$ cat config.mk
export PLATFORM = sky130hd
export DESIGN_NAME = enq_pkt_desc_deq
export DESIGN_NICKNAME = d
export VERILOG_FILES = /design/src/rtl/meta_package.sv /design/src/rtl/enq_pkt_desc_obuf.sv /design/src/rtl/enq_pkt_desc_deq.sv
export SDC_FILE = /design/constraint.sdc
export NUM_CORES = 1
export LEC_CHECK = 0
export CAP_MARGIN = 5
export CORE_UTILIZATION = 30
export CTS_BUF_LIST = sky130_fd_sc_hd__clkbuf_4 sky130_fd_sc_hd__clkbuf_8
export DETAILED_ROUTE_END_ITERATION = 6
export SLEW_MARGIN = 20
export SYNTH_ARGS = -nofsm -noshare
export SYNTH_HDL_FRONTEND = slang
export SYNTH_SLANG_ARGS = --single-unit
$ cat constraint.sdc
create_clock -name clk -period 5.5 [get_ports clk]
set_input_delay 1.65 -clock clk [delete_from_list [all_inputs] [get_ports clk]]
set_output_delay 1.65 -clock clk [all_outputs]
set_load 0.005 [all_outputs]
$ cat src/rtl/meta_package.sv
// Shared descriptor types and constants for the enqueue descriptor path.
package meta_package;

   localparam int unsigned ENQ_DEQ_BUF_DEPTH = 3;

   typedef struct packed {
      logic [15:0] pkt_ptr;
      logic [13:0] pkt_len;
      logic [7:0]  qid;
      logic [7:0]  flags;
   } enq_pkt_desc_type;

   typedef enum logic [1:0] {
      OccEmpty = 2'd0,
      OccOne   = 2'd1,
      OccTwo   = 2'd2,
      OccFull  = 2'd3
   } occ_e;

   // Pointer increment wrapping at the buffer depth (3 is not a power of two).
   function automatic logic [1:0] ptr_inc(input logic [1:0] p);
      return (p == 2'(ENQ_DEQ_BUF_DEPTH - 1)) ? 2'd0 : p + 2'd1;
   endfunction

endpackage

$ cat src/rtl/enq_pkt_desc_obuf.sv
// Three-entry output buffer: FIFO-ordered register store with a registered head descriptor.
module enq_pkt_desc_obuf
   import meta_package::*;
(
   input  logic             clk,
   input  logic             rst_n,
   input  logic             wr_en,
   input  enq_pkt_desc_type wr_data,
   input  logic             rd_ready,
   output logic             valid,
   output enq_pkt_desc_type head_data,
   output logic [1:0]       occ
);

   enq_pkt_desc_type mem_q [0:ENQ_DEQ_BUF_DEPTH-1];
   enq_pkt_desc_type head_data_q, head_data_d;
   logic [1:0]       head_q, head_d, tail_q, tail_d;
   occ_e             occ_q, occ_d;
   logic             pop;
   logic             becomes_single;

   assign pop = (occ_q != OccEmpty) & rd_ready;
   // After this cycle the only entry left is the one being written now.
   assign becomes_single = wr_en & ((occ_q == OccEmpty) | ((occ_q == OccOne) & pop));

   always_comb begin
      head_d      = pop ? ptr_inc(head_q) : head_q;
      tail_d      = wr_en ? ptr_inc(tail_q) : tail_q;
      occ_d       = occ_e'(2'(occ_q) + 2'(wr_en) - 2'(pop));
      head_data_d = head_data_q;
      if (occ_d != OccEmpty) begin
         head_data_d = becomes_single ? wr_data : mem_q[head_d];
      end
   end

   always_ff @(posedge clk) begin
      if (!rst_n) begin
         head_q      <= 2'd0;
         tail_q      <= 2'd0;
         occ_q       <= OccEmpty;
         head_data_q <= '0;
      end else begin
         head_q      <= head_d;
         tail_q      <= tail_d;
         occ_q       <= occ_d;
         head_data_q <= head_data_d;
         if (wr_en) begin
            mem_q[tail_q] <= wr_data;
         end
      end
   end

   assign valid     = (occ_q != OccEmpty);
   assign head_data = head_data_q;
   assign occ       = occ_q;

endmodule

$ cat src/rtl/enq_pkt_desc_deq.sv
// Read-side controller for the enqueue descriptor FIFO: credit-based pops, one-cycle
// read-latency absorption, valid/ready descriptor output and a hand-off counter.
module enq_pkt_desc_deq
   import meta_package::*;
#(
   parameter int unsigned DEPTH_NBITS = 12,
   parameter int unsigned BUF_DEPTH   = ENQ_DEQ_BUF_DEPTH
) (
   input  logic                   clk,
   input  logic                   rst_n,
   input  logic                   deq_en,
   input  logic                   fifo_empty,
   input  logic [DEPTH_NBITS:0]   fifo_count,
   input  enq_pkt_desc_type       fifo_dout,
   output logic                   fifo_rd,
   output logic                   deq_valid,
   output enq_pkt_desc_type       deq_desc,
   input  logic                   deq_ready,
   output logic [1:0]             buf_occ,
   output logic [31:0]            deq_cnt
);

   logic        inflight_q;
   logic [31:0] deq_cnt_q;

   // Credit covers both buffered and in-flight entries, so a capture never overflows.
   assign fifo_rd = rst_n & deq_en & ~fifo_empty
                  & ((3'(buf_occ) + 3'(inflight_q)) < 3'(BUF_DEPTH));

   enq_pkt_desc_obuf u_obuf (
      .clk       (clk),
      .rst_n     (rst_n),
      .wr_en     (inflight_q),
      .wr_data   (fifo_dout),
      .rd_ready  (deq_ready),
      .valid     (deq_valid),
      .head_data (deq_desc),
      .occ       (buf_occ)
   );

   always_ff @(posedge clk) begin
      if (!rst_n) begin
         inflight_q <= 1'b0;
         deq_cnt_q  <= 32'd0;
      end else begin
         inflight_q <= fifo_rd;
         deq_cnt_q  <= deq_cnt_q + 32'(deq_valid & deq_ready);
      end
   end

   assign deq_cnt = deq_cnt_q;

`ifndef SYNTHESIS
   a_no_overflow : assert property (@(posedge clk) disable iff (!rst_n)
      !(inflight_q && (buf_occ == 2'(OccFull))));
   a_count_consistent : assert property (@(posedge clk) disable iff (!rst_n)
      !fifo_empty |-> (fifo_count != '0));
`endif

endmodule
==> impl_metrics.csv, run 1 <==
group,metric,value,unit
outcome,status,"completed",
final_layout,layout-drive-gt1-share,12.7,%
power_and_ir_drop,p_int,3.19,mW
critical_path,critPathMaxStageDelay,580,ps
flow_run,cap_violations,0,
yosys,yosysWarnings,0,
clocking,cts_root_buf,"clkbuf_8",
grt,grt_usage,14.8,%
timing,fin_crit_sh,86.8,%
detailed_routing,antenna_left,0,
grt,grt_pass1_wl,42300,µm
power_and_ir_drop,p_switching,892,µW
yosys,synth_area_per_cell,10.9,µm²
place,placedCellCount,1495,
critical_path,cp.required,3850,ps
final_layout,syn2layout_area_growth,25.1,%
detailed_routing,top_layer,"met4",
timing,setup_viol,0,
clocking,holdBufCountCts,0,
hold_path,hold_class,"reg2reg",
grt,grt_max_degree,117,
power_and_ir_drop,seqPwrFrac,45.0,%
detailed_routing,drt-pass1-iter-count,5,
power_and_ir_drop,p_comb_share,7.0,%
detailed_routing,drc,0,
place,hpwl,15200,µm
detailed_routing,wl_per_cell,17.2,µm
critical_path,r2r_end,"u_obuf.head_data[11]$_SDFFE_PN0P_",
place,io_buffers,132,
detailed_routing,routed-wl-met2,12300,µm
critical_path,reg2reg_from,"u_obuf.head_q[0]$_SDFF_PN0_",
hold_path,hp-start,"deq_cnt[6]$_SDFF_PN0_",
final_layout,fillers,3444,
hold_path,min_path_cells,2,
timing,tightest_slew,1040,ps
clocking,cts_setup_buffers,0,
detailed_routing,drt-total-wl,27000,µm
timing,hold_viol_final,0,
die,die_w,190,µm
timing,maxSlewViolCount,0,
yosys,synth.net_count,1044,
critical_path,crit_type,"in2out",
place,globalplace.congestion,0.760,
critical_path,critPathCaptureType,"output pin",
clocking,cts_tree,"yes",
place,place_area,12300,µm²
detailed_routing,vias_per_cell,5.14,
timing,fmax,0.209,GHz
power_and_ir_drop,p_leak,4.33,nW
critical_path,slowest_stage,"clkdlybuf4s50_1",
grt,grt_pass1_vias,7881,
yosys,ys_seq_area_share,55.1,%
detailed_routing,drt-met1-wl,12600,µm
timing,rsz0062_at_grt,"false",
clocking,clk_latency,550,ps
die,row_count,68,
final_layout,antennaDiodeCount,0,
clocking,cts.path.max_buffers,3,
critical_path,path_delay_family,"buffers and inverters",
detailed_routing,vias,8078,
clocking,post_cts_resized,0,
clocking,numCtsBuffers,41,
power_and_ir_drop,peakVddDrop,182,µV
critical_path,worstPathMaxFanout,2,
hold_path,min_to,"deq_cnt[6]$_SDFF_PN0_",
clocking,cts.sinks,223,
critical_path,worstRegToRegCells,6,
die,core_area,34700,µm²
power_and_ir_drop,switching_share,21.8,%
critical_path,worstPathCellList,"clkdlybuf4s50_1 -> nand2_1 -> a2111oi_0 -> clkdlybuf4s50_1",
critical_path,cp.arrival,3120,ps
final_layout,nNetsFinal,1152,
detailed_routing,wl_met3,1400,µm
power_and_ir_drop,clkPwrFrac,47.9,%
detailed_routing,drtIter0Drc,419,
yosys,syn_inst,975,
grt,grt_overflow,0,
final_layout,final_cell_area,13300,µm²
timing,fin_hold_ws,505,ps
timing,relSlewSlack,30.6,%
yosys,ys_ff_latch,223,
die,top_level_ports,146,
grt,antenna_found_initial,0,
die,initial_core_util,30.6,%
timing,period_minus_slack,4770,ps
clocking,htree_num_levels,2,
die,die_y,190,µm
power_and_ir_drop,pwr_density_cell,307,nW/µm²
die,dieArea,36100,µm²
timing,skew,29.9,ps
critical_path,start_kind,"input port",
critical_path,crit_buf_inv,2,
yosys,netlist_area,10600,µm²
yosys,netlist-cell-type-count,42,
critical_path,cpMostUsedCell,"clkdlybuf4s50_1",
clocking,clkTransAtPathRegs,60,ps
final_layout,instances_no_fill,1571,
critical_path,ff2ff_setup_slack,2630,ps
final_layout,fin_util,38.3,%
tightest hold or removal path: cells and delay by family (launching register included):
family         cells  cell delay (ps)
flip-flops         1              330
AO/OA/AOI/OAI      2              130
cells in the final DEF, fill, tap and decap left out, types with 4 or more instances in the layout:
| cell type | netlist | layout |
|---|---|---|
| bufinv_16 | 0 | 8 |
| mux2_1 | 20 | 20 |
| clkbuf_8 | 0 | 46 |
| and2_1 | 5 | 5 |
| o31ai_1 | 34 | 34 |
| nor2b_1 | 48 | 48 |
| ha_1 | 5 | 5 |
| a31oi_1 | 46 | 46 |
| dfxtp_1 | 85 | 84 |
| nor3b_1 | 49 | 46 |
| xnor2_1 | 9 | 9 |
| and3_1 | 6 | 6 |
| clkdlybuf4s50_1 | 0 | 131 |
| clkinv_1 | 1 | 5 |
| a21oi_1 | 7 | 7 |
| nand2_1 | 59 | 59 |
| nand4_1 | 9 | 9 |
| edfxtp_1 | 138 | 138 |
| nor2_1 | 79 | 79 |
| buf_4 | 7 | 16 |
| o31ai_2 | 12 | 12 |
| xor2_1 | 17 | 17 |
| clkinv_2 | 0 | 4 |
| and4_1 | 8 | 8 |
| nand3_1 | 12 | 11 |
| o2111ai_1 | 46 | 46 |
| clkbuf_4 | 0 | 12 |
| nor3_1 | 50 | 49 |
| mux2_2 | 27 | 27 |
| or3_1 | 52 | 52 |
| o21ai_0 | 50 | 50 |
power by group through the flow:
stage / registers (mW) / clock network, mW / logic (mW)
4_1_cts: 1.84 / 2.01 / 0.291
2_1_floorplan: 1.87 / 0 / 0.145
3_3_place_gp: 1.87 / 0 / 0.285
6_report: 1.84 / 1.96 / 0.287
3_5_place_dp: 1.88 / 0 / 0.289
5_1_grt: 1.84 / 2.07 / 0.317
state kept, by name (all words and copies together), names as in the netlist:
signal	count
u_obuf.mem_q	138
u_obuf.head_data	46
deq_cnt	32
u_obuf.head_q	2
u_obuf.occ	2
u_obuf.tail_q	2
inflight_q	1
worst max-delay path by stage:
stage,start,end,slack [ps],cells after the start
after detailed placement,deq_en,fifo_rd,750,4
after floorplan,rst_n,u_obuf.mem_q[1][0]$_DFFE_PP_,-410,3
after global routing,deq_en,fifo_rd,650,4
final,deq_en,fifo_rd,730,4
after CTS,deq_en,fifo_rd,740,4
after global placement,deq_en,fifo_rd,760,4
synthesized netlist by cell type:
master	number	share of area [%]
edfxtp_1	138	39
dfxtp_1	85	16
nor2_1	79	2.8
nand2_1	59	2.1
or3_1	52	3.1
nor3_1	50	2.4
o21ai_0	50	2.4
nor3b_1	49	3.5
clkbuf_1	48	1.7
nor2b_1	48	2.8
a31oi_1	46	2.7
o2111ai_1	46	3.8
o31ai_1	34	2.4
mux2_2	27	2.9
buf_2	23	1.1
mux2_1	20	2.1
xor2_1	17	1.4
nand3_1	12	0.57
o31ai_2	12	1.4
nand4_1	9	0.53
xnor2_1	9	0.74
and4_1	8	0.66
a21oi_1	7	0.33
buf_4	7	0.50
and3_1	6	0.35
buf_6	6	0.64
and2_1	5	0.29
ha_1	5	0.59
inv_1	3	0.11
a2111oi_0	2	0.17
nand4b_1	2	0.17
a21o_1	1	0.071
clkinv_1	1	0.035
inv_2	1	0.035
mux2i_1	1	0.094
nand2_2	1	0.059
nand3b_1	1	0.071
nor3_2	1	0.094
nor4_2	1	0.12
o21ai_1	1	0.047
o21ai_4	1	0.15
or2_2	1	0.059
metal layers:
layer,track usage [%],vias to the layer above
li1,-,3907
met1,19.5,3914
met2,24.1,196
met3,2.79,61
met4,5.58,0
met5,0,-
final cells by class:
| class | count | area (µm²) | area share (%) |
|---|---|---|---|
| repair buffers | 149 | 1460 | 11.0 |
| multi-input cells | 663 | 4370 | 32.9 |
| flip-flops and latches | 223 | 5850 | 44.0 |
| clock buffers | 58 | 723 | 5.44 |
| well taps | 455 | 569 | 4.29 |
| inverters | 5 | 20.0 | 0.151 |
| clock inverters | 18 | 298 | 2.24 |
cells by family after synthesis:
kind of cell               share of synthesized area (%)
muxes                                               5.08
DFF                                                 55.1
and+or+nand+nor                                     19.6
buffers and inverters                               4.09
AOI/OAI and AO/OA                                   13.5
adders and majority gates                          0.589
xor gates and xnor gates                            2.15
metrics by stage:
stage | TNS (ps) | power (mW) | worst slack (ps)
global placement | 0 | 2.16 | 759
detailed placement | 0 | 2.16 | 752
global route | 0 | 4.23 | 648
finish | 0 | 4.08 | 725
CTS | 0 | 4.14 | 737
floorplan | -42740 | 2.01 | -409
Power figures use the tool's default switching activity.
==> run 2: changes to the inputs <==
==> constraint.sdc (replaced) <==
create_clock -name clk -period 4.72 [get_ports clk]
set_input_delay 1.416 -clock clk [delete_from_list [all_inputs] [get_ports clk]]
set_output_delay 1.416 -clock clk [all_outputs]
set_load 0.005 [all_outputs]
==> impl_metrics.csv, run 2 (same netlist as run 1, synthesis figures left out) <==
group,metric,value,unit
outcome,status,"completed",
place,io_buffers,132,
final_layout,fillers,3386,
hold_path,min_to,"deq_cnt[14]$_SDFF_PN0_",
clocking,cts_root_buf,"clkbuf_8",
hold_path,hp-start,"deq_cnt[14]$_SDFF_PN0_",
power_and_ir_drop,pwr_density_cell,337,nW/µm²
detailed_routing,vias_per_cell,5.11,
final_layout,final_common_cell,"edfxtp_1",
grt,grt_max_degree,100,
critical_path,worstRegToRegCells,6,
hold_path,min_path_cells,2,
clocking,htree_num_levels,2,
critical_path,worstPathMaxFanout,2,
detailed_routing,drc,0,
detailed_routing,drtIter0Drc,469,
critical_path,cp.arrival,2840,ps
timing,skew,18.4,ps
grt,grt_pass1_vias,7696,
final_layout,nNetsFinal,1153,
critical_path,crit_type,"in2out",
timing,setup_viol,0,
detailed_routing,wl_per_cell,16.6,µm
timing,hold_viol_final,0,
timing,fmax,0.235,GHz
final_layout,syn2layout_area_growth,24.1,%
die,core_area,34700,µm²
clocking,cts_tree,"yes",
timing,relSlewSlack,41.6,%
flow_run,cap_violations,0,
critical_path,r2r_end,"u_obuf.head_data[5]$_SDFFE_PN0P_",
grt,grt_usage,14.5,%
final_layout,top_register,"u_obuf.mem_q",
timing,maxSlewViolCount,0,
detailed_routing,drt-pass1-iter-count,5,
critical_path,critPathCaptureType,"output pin",
timing,fin_crit_sh,90.2,%
detailed_routing,vias,8012,
final_layout,final_cell_mix,"edfxtp_1, clkdlybuf4s50_1, dfxtp_1",
power_and_ir_drop,power,4.44,mW
clocking,cts.sinks,223,
final_layout,fin_util,38.0,%
timing,period_minus_slack,4260,ps
place,place_area,12300,µm²
die,top_level_ports,146,
grt,antenna_found_initial,0,
place,hpwl,15100,µm
hold_path,hold_class,"reg2reg",
clocking,clkTransAtPathRegs,60,ps
clocking,numCtsBuffers,41,
grt,grt_overflow,0,
final_layout,final_cell_area,13200,µm²
final_layout,largest_register_ffs,138,
critical_path,startpoint,"deq_en",
die,initial_core_util,30.6,%
clocking,cts_setup_buffers,0,
clocking,clk_latency,540,ps
power_and_ir_drop,p_leak,4.28,nW
clocking,holdBufCountCts,0,
timing,rsz0062_at_grt,"false",
critical_path,cp.required,3300,ps
timing,tightest_slew,876,ps
die,dieArea,36100,µm²
critical_path,ff2ff_setup_slack,2210,ps
power_and_ir_drop,peakVddDrop,206,µV
clocking,post_cts_resized,0,
clocking,cts.path.max_buffers,3,
detailed_routing,drt-total-wl,26100,µm
final_layout,antennaDiodeCount,0,
detailed_routing,antenna_left,0,
die,die_w,190,µm
grt,grt_pass1_wl,41300,µm
die,die_y,190,µm
final_layout,layout-drive-gt1-share,12.5,%
critical_path,start_kind,"input port",
place,globalplace.congestion,0.760,
die,row_count,68,
critical_path,reg2reg_from,"u_obuf.head_q[0]$_SDFF_PN0_",
-- run 2: layout make-up --
| cell class | count | area, µm² | share of cell area [%] |
|---|---|---|---|
| tap | 455 | 569 | 4.32 |
| timing repair buffer | 150 | 1490 | 11.3 |
| sequential | 223 | 5850 | 44.4 |
| inverter | 5 | 20.0 | 0.152 |
| clock buffer | 58 | 736 | 5.58 |
| multi-input combinational | 663 | 4370 | 33.1 |
| clock inverter | 14 | 144 | 1.09 |
-- run 2: power by group --
group | internal (mW) | switching, mW
combinational | 0.173 | 0.163
sequential | 2.11 | 0.0301
clock | 1.17 | 0.791
total | 3.45 | 0.985
-- run 2: worst max-delay path, cell delays in order --
cell and delay [ps]:
clkdlybuf4s50_1 460, nand2_1 60, a2111oi_0 340, clkdlybuf4s50_1 570
-- run 2: how the worst max path moves through the flow --
stage,to,depth (start not counted)
2_1_floorplan,u_obuf.mem_q[1][0]$_DFFE_PP_,3
3_3_place_gp,fifo_rd,4
3_5_place_dp,fifo_rd,4
4_1_cts,fifo_rd,4
5_1_grt,fifo_rd,4
6_report,fifo_rd,4
-- run 2: per-layer routing --
metal	share of wire (%)	track usage, %
met5	0	0
met3	5.1	2.55
met1	46	18.8
met2	47	24.2
met4	2.1	4.87
-- run 2: stage by stage --
| stage | TNS [ps] | instances | setup slack [ps] | hold slack, ps |
|---|---|---|---|---|
| after floorplan | -118090 | 975 | -955 | 474 |
| after global placement | 0 | 1496 | 414 | 482 |
| after detailed placement | 0 | 1496 | 476 | 504 |
| after CTS | 0 | 1568 | 459 | 512 |
| after global routing | 0 | 1568 | 413 | 546 |
| final | 0 | 1568 | 462 | 512 |
